`src/rtl/fetch_queue.sv`:
```
// Instruction prefetch buffer: owns the fetch PC, issues sequential reads, queues {inst, pc} for decode.
// Optional IFQ_BYPASS_EN: an empty queue forwards the arriving response straight to decode.
module fetch_queue #(
  parameter int                    DATA_WIDTH = 32,
  parameter int                    ADDR_WIDTH = 32,
  parameter int                    DEPTH      = 4,
  parameter logic [ADDR_WIDTH-1:0] RESET_PC   = '0
) (
  input  logic                         clk_i,
  input  logic                         rst_i,
  output logic                         im_req_o,
  output logic [ADDR_WIDTH-1:0]        im_addr_o,
  input  logic [DATA_WIDTH-1:0]        im_dout_i,
  input  logic                         redirect_i,
  input  logic [ADDR_WIDTH-1:0]        redirect_pc_i,
  output logic                         inst_valid_o,
  output logic [DATA_WIDTH-1:0]        inst_o,
  output logic [ADDR_WIDTH-1:0]        inst_pc_o,
  input  logic                         inst_ready_i,
  output logic [$clog2(DEPTH+1)-1:0]   count_o
);

  localparam int STRIDE = DATA_WIDTH / 8;
  localparam int CW     = $clog2(DEPTH + 1);
  localparam int PW     = $clog2(DEPTH);

  logic [ADDR_WIDTH-1:0] r_fetch_pc;
  logic                  r_req_d1;
  logic [ADDR_WIDTH-1:0] r_pc_d1;
  logic [CW-1:0]         r_count;
  logic [PW-1:0]         r_wr_ptr;
  logic [PW-1:0]         r_rd_ptr;
  logic [DATA_WIDTH-1:0] r_last_data;
  logic [ADDR_WIDTH-1:0] r_last_pc;
  logic [DATA_WIDTH-1:0] r_mem_data [DEPTH];
  logic [ADDR_WIDTH-1:0] r_mem_pc   [DEPTH];

  logic [CW:0]           w_fill;
  logic                  w_issue;
  logic [ADDR_WIDTH-1:0] w_target;
  logic [ADDR_WIDTH-1:0] w_addr;
  logic                  w_nonempty;
  logic                  w_bypass;
  logic                  w_take;
  logic                  w_push;
  logic                  w_pop;

  function automatic logic [PW-1:0] ptr_inc(input logic [PW-1:0] p);
    return (p == PW'(DEPTH - 1)) ? '0 : p + 1'b1;
  endfunction

  // The in-flight response already owns a slot, so it is counted against free space.
  assign w_fill     = {1'b0, r_count} + (CW + 1)'(r_req_d1);
  assign w_issue    = ~rst_i & (redirect_i | (w_fill < (CW + 1)'(DEPTH)));
  assign w_target   = redirect_pc_i & ~ADDR_WIDTH'(STRIDE - 1);
  assign w_addr     = redirect_i ? w_target : r_fetch_pc;
  assign w_nonempty = (r_count != '0);

`ifdef IFQ_BYPASS_EN
  assign w_bypass = ~w_nonempty & r_req_d1 & ~redirect_i;
`else
  assign w_bypass = 1'b0;
`endif

  assign im_req_o     = w_issue;
  assign im_addr_o    = w_addr;
  assign inst_valid_o = ~rst_i & ~redirect_i & (w_nonempty | w_bypass);
  assign inst_o       = w_nonempty ? r_mem_data[r_rd_ptr] : (w_bypass ? im_dout_i : r_last_data);
  assign inst_pc_o    = w_nonempty ? r_mem_pc[r_rd_ptr]   : (w_bypass ? r_pc_d1   : r_last_pc);
  assign count_o      = r_count;

  assign w_take = inst_valid_o & inst_ready_i;
  assign w_pop  = w_take & w_nonempty;
  // A bypassed response consumed by decode never enters storage.
  assign w_push = r_req_d1 & ~redirect_i & ~(w_take & w_bypass);

  always_ff @(posedge clk_i) begin
    if (rst_i) begin
      r_fetch_pc  <= RESET_PC;
      r_req_d1    <= 1'b0;
      r_pc_d1     <= '0;
      r_count     <= '0;
      r_wr_ptr    <= '0;
      r_rd_ptr    <= '0;
      r_last_data <= '0;
      r_last_pc   <= '0;
    end else begin
      r_req_d1 <= w_issue;
      if (w_issue) begin
        r_pc_d1    <= w_addr;
        r_fetch_pc <= w_addr + ADDR_WIDTH'(STRIDE);
      end
      if (w_take) begin
        r_last_data <= inst_o;
        r_last_pc   <= inst_pc_o;
      end
      if (redirect_i) begin
        r_count  <= '0;
        r_wr_ptr <= '0;
        r_rd_ptr <= '0;
      end else begin
        if (w_push) r_wr_ptr <= ptr_inc(r_wr_ptr);
        if (w_pop)  r_rd_ptr <= ptr_inc(r_rd_ptr);
        case ({w_push, w_pop})
          2'b10:   r_count <= r_count + 1'b1;
          2'b01:   r_count <= r_count - 1'b1;
          default: r_count <= r_count;
        endcase
      end
    end
  end

  always_ff @(posedge clk_i) begin
    if (w_push) begin
      r_mem_data[r_wr_ptr] <= im_dout_i;
      r_mem_pc[r_wr_ptr]   <= r_pc_d1;
    end
  end

endmodule

```
`config.mk`:
```
export PLATFORM = sky130hd
export DESIGN_NAME = fetch_queue
export DESIGN_NICKNAME = d
export VERILOG_FILES = /design/src/rtl/fetch_queue.sv
export SDC_FILE = /design/constraint.sdc
export NUM_CORES = 1
export LEC_CHECK = 0
export ABC_AREA = 1
export BUFFER_PORTS_ARGS = -buffer_cell sky130_fd_sc_hd__buf_2
export CAP_MARGIN = 20
export CORE_MARGIN = 2
export CORE_UTILIZATION = 55
export DETAILED_ROUTE_END_ITERATION = 16
export HOLD_SLACK_MARGIN = 0.12
export PLACE_DENSITY = 0.77
export SETUP_SLACK_MARGIN = 0.05
export SYNTH_ARGS = -nofsm -noshare
export SYNTH_HDL_FRONTEND = slang
export SYNTH_SLANG_ARGS = --single-unit
```
`constraint.sdc`:
```
create_clock -name clk_i -period 6.92 [get_ports clk_i]
set_input_delay 0.692 -clock clk_i [delete_from_list [all_inputs] [get_ports clk_i]]
set_output_delay 0.692 -clock clk_i [all_outputs]
set_load 0.005 [all_outputs]
```
### After elaboration in Yosys (flattened, before gate mapping)

Memories as Yosys holds them, arrays and structs flattened. A register that Yosys moved wholly into a read port is not among the register bits.
Cells that the tools add are included.

* add/subtract/negate cells: 6
* bitwise operators: 9
* multiplexer cells: 12
* reduce and logical (&&, ||, !) cells: 3
* equality and inequality tests: 4
* order comparisons: 1

Operator list (count)
* two-way mux 32 bit: 3
* adder 32 x 3 -> 32 bit, second input constant: 1
* two-way mux 2 bit: 6
* bitwise AND 1 bit: 6
* == test 2 bit, second input constant: 3
* one-hot mux 3 bit (2 select lines): 1
* adder 2 x 1 -> 2 bit, second input constant: 2
* adder 3 x 1 -> 4 bit: 1
* < comparator 4 x 3 -> 1 bit, second input constant: 1
* adder 3 x 1 -> 3 bit, second input constant: 1
* nonzero test 3 bit: 1
* subtractor 3 x 1 -> 3 bit, second input constant: 1
* == test 2 x 1 -> 1 bit, second input constant: 1
* two-way mux 1 bit: 2
* NOT 1 bit: 2
* nonzero test 2 bit: 1
* OR reduction 2 bit: 1
* OR 1 bit: 1

* input bits: 68
* bits in writable memories: 256
* flip-flop bits (word level): 136
* memories: 2

Memories
* r_mem_data: words 4, bits a word 32, rd ports 1, clocked after memory_dff 1, write ports 1, line 35 `logic [DATA_WIDTH-1:0] r_mem_data [DEPTH];`
* r_mem_pc: words 4, bits a word 32, rd ports 1, clocked after memory_dff 1, write ports 1, line 36 `logic [ADDR_WIDTH-1:0] r_mem_pc [DEPTH];`

### Logic depth before layout (Yosys ltp)

* depth after elaboration: 7
* gate-level depth with buffers: 15
* gate-level depth less buffers: 13

### Worst setup path before layout

No wires, ideal clock.

* path kind: input to register
* start: input port redirect_i
* end: memory r_mem_data[0][0], enable pin
* data required time: 6.433 ns
* cell stages on the path: 6
* setup time: 0.487 ns
* data arrival time: 3.988 ns
* slack: 2.445 ns
* buffers on the path: 3
* cells stage by stage: buf_6 inv_4 buf_8 buf_6 nand2_1 nor2_1

* cells in the longest elaborated chain, start to end: 4

RTL lines
* start, declared: line 14 `input logic redirect_i,`
* NOT 1 bit: line 75 `assign w_push = r_req_d1 & ~redirect_i & ~(w_take & w_bypass);`
* bitwise AND 1 bit: line 75
* two-way mux 1 bit: line 114 `if (w_push) begin`
* two-way mux 1 bit (not written as such): line 115 `r_mem_data[r_wr_ptr] <= im_dout_i;`
* end, declared: line 35

Every way passes these cells.

==> results.cfg <==
[sta]
fin_crit_sh_pct = 55.9
slew_viol_final = 0
fin_skew_ns = 0.0102
worstMarginPinSlew_ns = 1.07
finalHoldViolations = 0
fin_tns_setup_ns = 0
fmax_mhz = 259
maxSlewHeadroom_pct = 28.6
finalCriticalPeriod_ns = 3.87
grt_setup_unrepaired = no
finalSetupViolCount = 0

[floorplan]
placementRows = 63
io_pins = 169
die-width_um = 178
dieArea_mm2 = 0.0316
coreArea_mm2 = 0.0296
initial_core_util_pct = 55.9
die_y_um = 178

[drt]
totalWireLength_um = 36700
ant_nets = 0
vias = 12200
drt-initial-drc-count = 1135
drt-wirelength-per-cell_um = 16.4
viasPerCell = 5.45
first_pass_iters = 5
drc = 0

[placement]
gp_congestion = 0.863
place_inst = 2164
hpwlAfterDp_um = 21700
io_buffers = 166

[synth]
syn_area_mm2 = 0.0166
synthDominantCellAreaShare_pct = 46.4
synthFlopType = edfxtp_1
ys_ff_latch = 392
synth-edff-count = 256
synth_nets = 1767
synth_top_cell_by_area = edfxtp_1
synthCells = 1691
synth_cell_type_count = 44
ys_seq_area_share_pct = 62.8
yosys_warnings = 0
syn_avg_cell_area_um2 = 9.81
synthArstFlopShare_pct = 0
ys_top_cells_by_area = edfxtp_1 46%, dfxtp_1 16%, o21ai_0 6.8%, nand2_1 6.1%, nor2_1 4.3%

[global_route]
grt_pass1_wl_um = 57800
grt_start_max_net_pins = 109
grt_pass1_vias = 11500
antenna_found_initial = 1
grt.total_usage_pct = 23.0
grt_overflow = 0

[clocking]
cts_resized = 0
cts_sinks = 392
ctsHoldBuffers = 0
clockBufferDepth = 3
numCtsBuffers = 40
clkTransAtPathRegs_ns = 0.06
clock_latency_ns = 0.52
postCtsSetupBuffers = 0
clock-root-buffer = clkbuf_16
cts_htree_levels = 2
cts_tree = built

[worst_setup_path]
cp-start-kind = flip-flop
cp.required_ns = 6.23
cp-end-kind = output port
crit_type = reg2out
path_max_fanout = 72
arrival_ns = 3.18

[run]
max_cap_violations = 0

[power]
power_leakage_nw = 7.64
vdd_drop_max_mv = 0.196
p_per_area_mw_per_mm2 = 260
seq_power_share_pct = 52.2
p_clk_share_pct = 42.7
finalPower_mw = 4.93
p_comb_share_pct = 5.1
power.switching_mw = 1.06
switching_share_pct = 21.6
p_int_mw = 3.86

[cells_and_area]
final_cell_mix = 270 x nand2_1, 256 x edfxtp_1, 226 x o21ai_0, 183 x nor2_1, 178 x inv_1
fin_nets = 1893
drive_gt1_share_pct = 16.8
areaGrowthSynthToFinish_pct = 14.1
final_common_cell = nand2_1
finalNonFillerCells = 2241

[hold_path]
hold_path.class = in2reg

[run_status]
run_status = complete, no violations
## through the flow
| step | hold slack, ns | instance area, um2 | utilization (%) | setup slack, ns |
|---|---|---|---|---|
| after global placement | 0.439 | 17600 | 59.3 | 3.09 |
| after global routing | 0.359 | 18900 | 63.8 | 2.82 |
| after CTS | 0.362 | 18900 | 63.8 | 3.03 |
| final | 0.378 | 18900 | 63.8 | 3.05 |
| after floorplan | 0.426 | 16600 | - | 2.45 |
| after detailed placement | 0.440 | 17600 | 59.4 | 3.05 |
## Yosys cell counts, types with 2 or more instances
library cell,instances
clkbuf_1,56
inv_1,181
nor2_1,188
edfxtp_1,256
nand2_2,26
o21ai_1,3
nand2_1,270
a22o_1,2
dfxtp_1,136
nor2_4,8
buf_4,3
o21a_1,65
or2_2,2
buf_1,4
inv_2,4
nand3_2,2
buf_2,26
o22ai_1,64
nand3_1,43
a211oi_1,2
nand4_1,4
nor3_1,4
a21oi_1,73
ha_1,7
buf_6,6
nand3b_1,2
nor2_2,12
o21ai_0,226
## power groups by stage
stage	clock, mW	combinational, mW	sequential (mW)
after CTS	2.13	0.253	2.57
after detailed placement	0	0.251	2.62
after floorplan	0	0.158	2.61
after global routing	2.23	0.281	2.58
after global placement	0	0.246	2.62
final	2.10	0.252	2.57
## worst max-delay path, cell delays in order, from the launching register on
cell and delay (ns):
dfxtp_4 0.49, clkinv_2 0.61, buf_4 0.60, o21ai_0 0.34, o22ai_1 0.11, nand2_1 0.14, o21a_1 0.17, inv_1 0.04
buf_2 0.12
## final cells by class
cell class                 instances  area [um2]
tap                              390         488
multi-input combinational       1016        5040
antenna                            2        5.00
inverter                         187         709
sequential                       392       10400
fill                            2333       10700
clock inverter                    15         114
clock buffer                      59        1180
timing repair buffer             180         961
## sequential cells by signal, indices dropped and copies added, names as in the netlist, named ones only
name and cells:
r_fetch_pc 32, r_pc_d1 30, r_last_data 32, r_mem_data 128, r_rd_ptr 2, count_o 3
r_mem_pc 128, r_last_pc 32, r_wr_ptr 2, r_req_d1 1
## cell families (layout without fill, tap and decap cells)
kind of cell               Yosys count  in the layout  share of synthesized area, %
adders and majority gates            8              8                         0.649
other                                0              2                             0
buffers and inverters              283            441                          7.03
DFF                                392            392                          62.8
and+or+nand+nor                    565            565                          14.4
AOI/OAI and AO/OA                  443            443                          15.1
## per-layer routing
metal  up-vias  global-route usage (%)  share of wire [%]  wire length, um
met4         0                    6.63                2.0              750
met2       433                    39.2                 48            17700
met5         -                       0                  0                0
li1       5974                       -                  -                -
met3        61                    4.05                7.7             2830
met1      5737                    30.3                 42            15400
## path summary, 6_finish.rpt
check	startpoint	endpoint	slack, ns	depth (start not counted)
setup reg to reg	count_o[1]$_SDFFE_PP0P_	count_o[1]$_SDFFE_PP0P_	3.99	12
hold reg to reg	r_fetch_pc[5]$_SDFFE_PP0P_	r_fetch_pc[5]$_SDFFE_PP0P_	0.46	2
setup / recovery	flip-flop	inst_pc_o[15]	3.05	8
hold / removal	im_dout_i[28]	r_mem_data[0][28]$_DFFE_PP_	0.38	1
(Power assumes the default switching activity.)
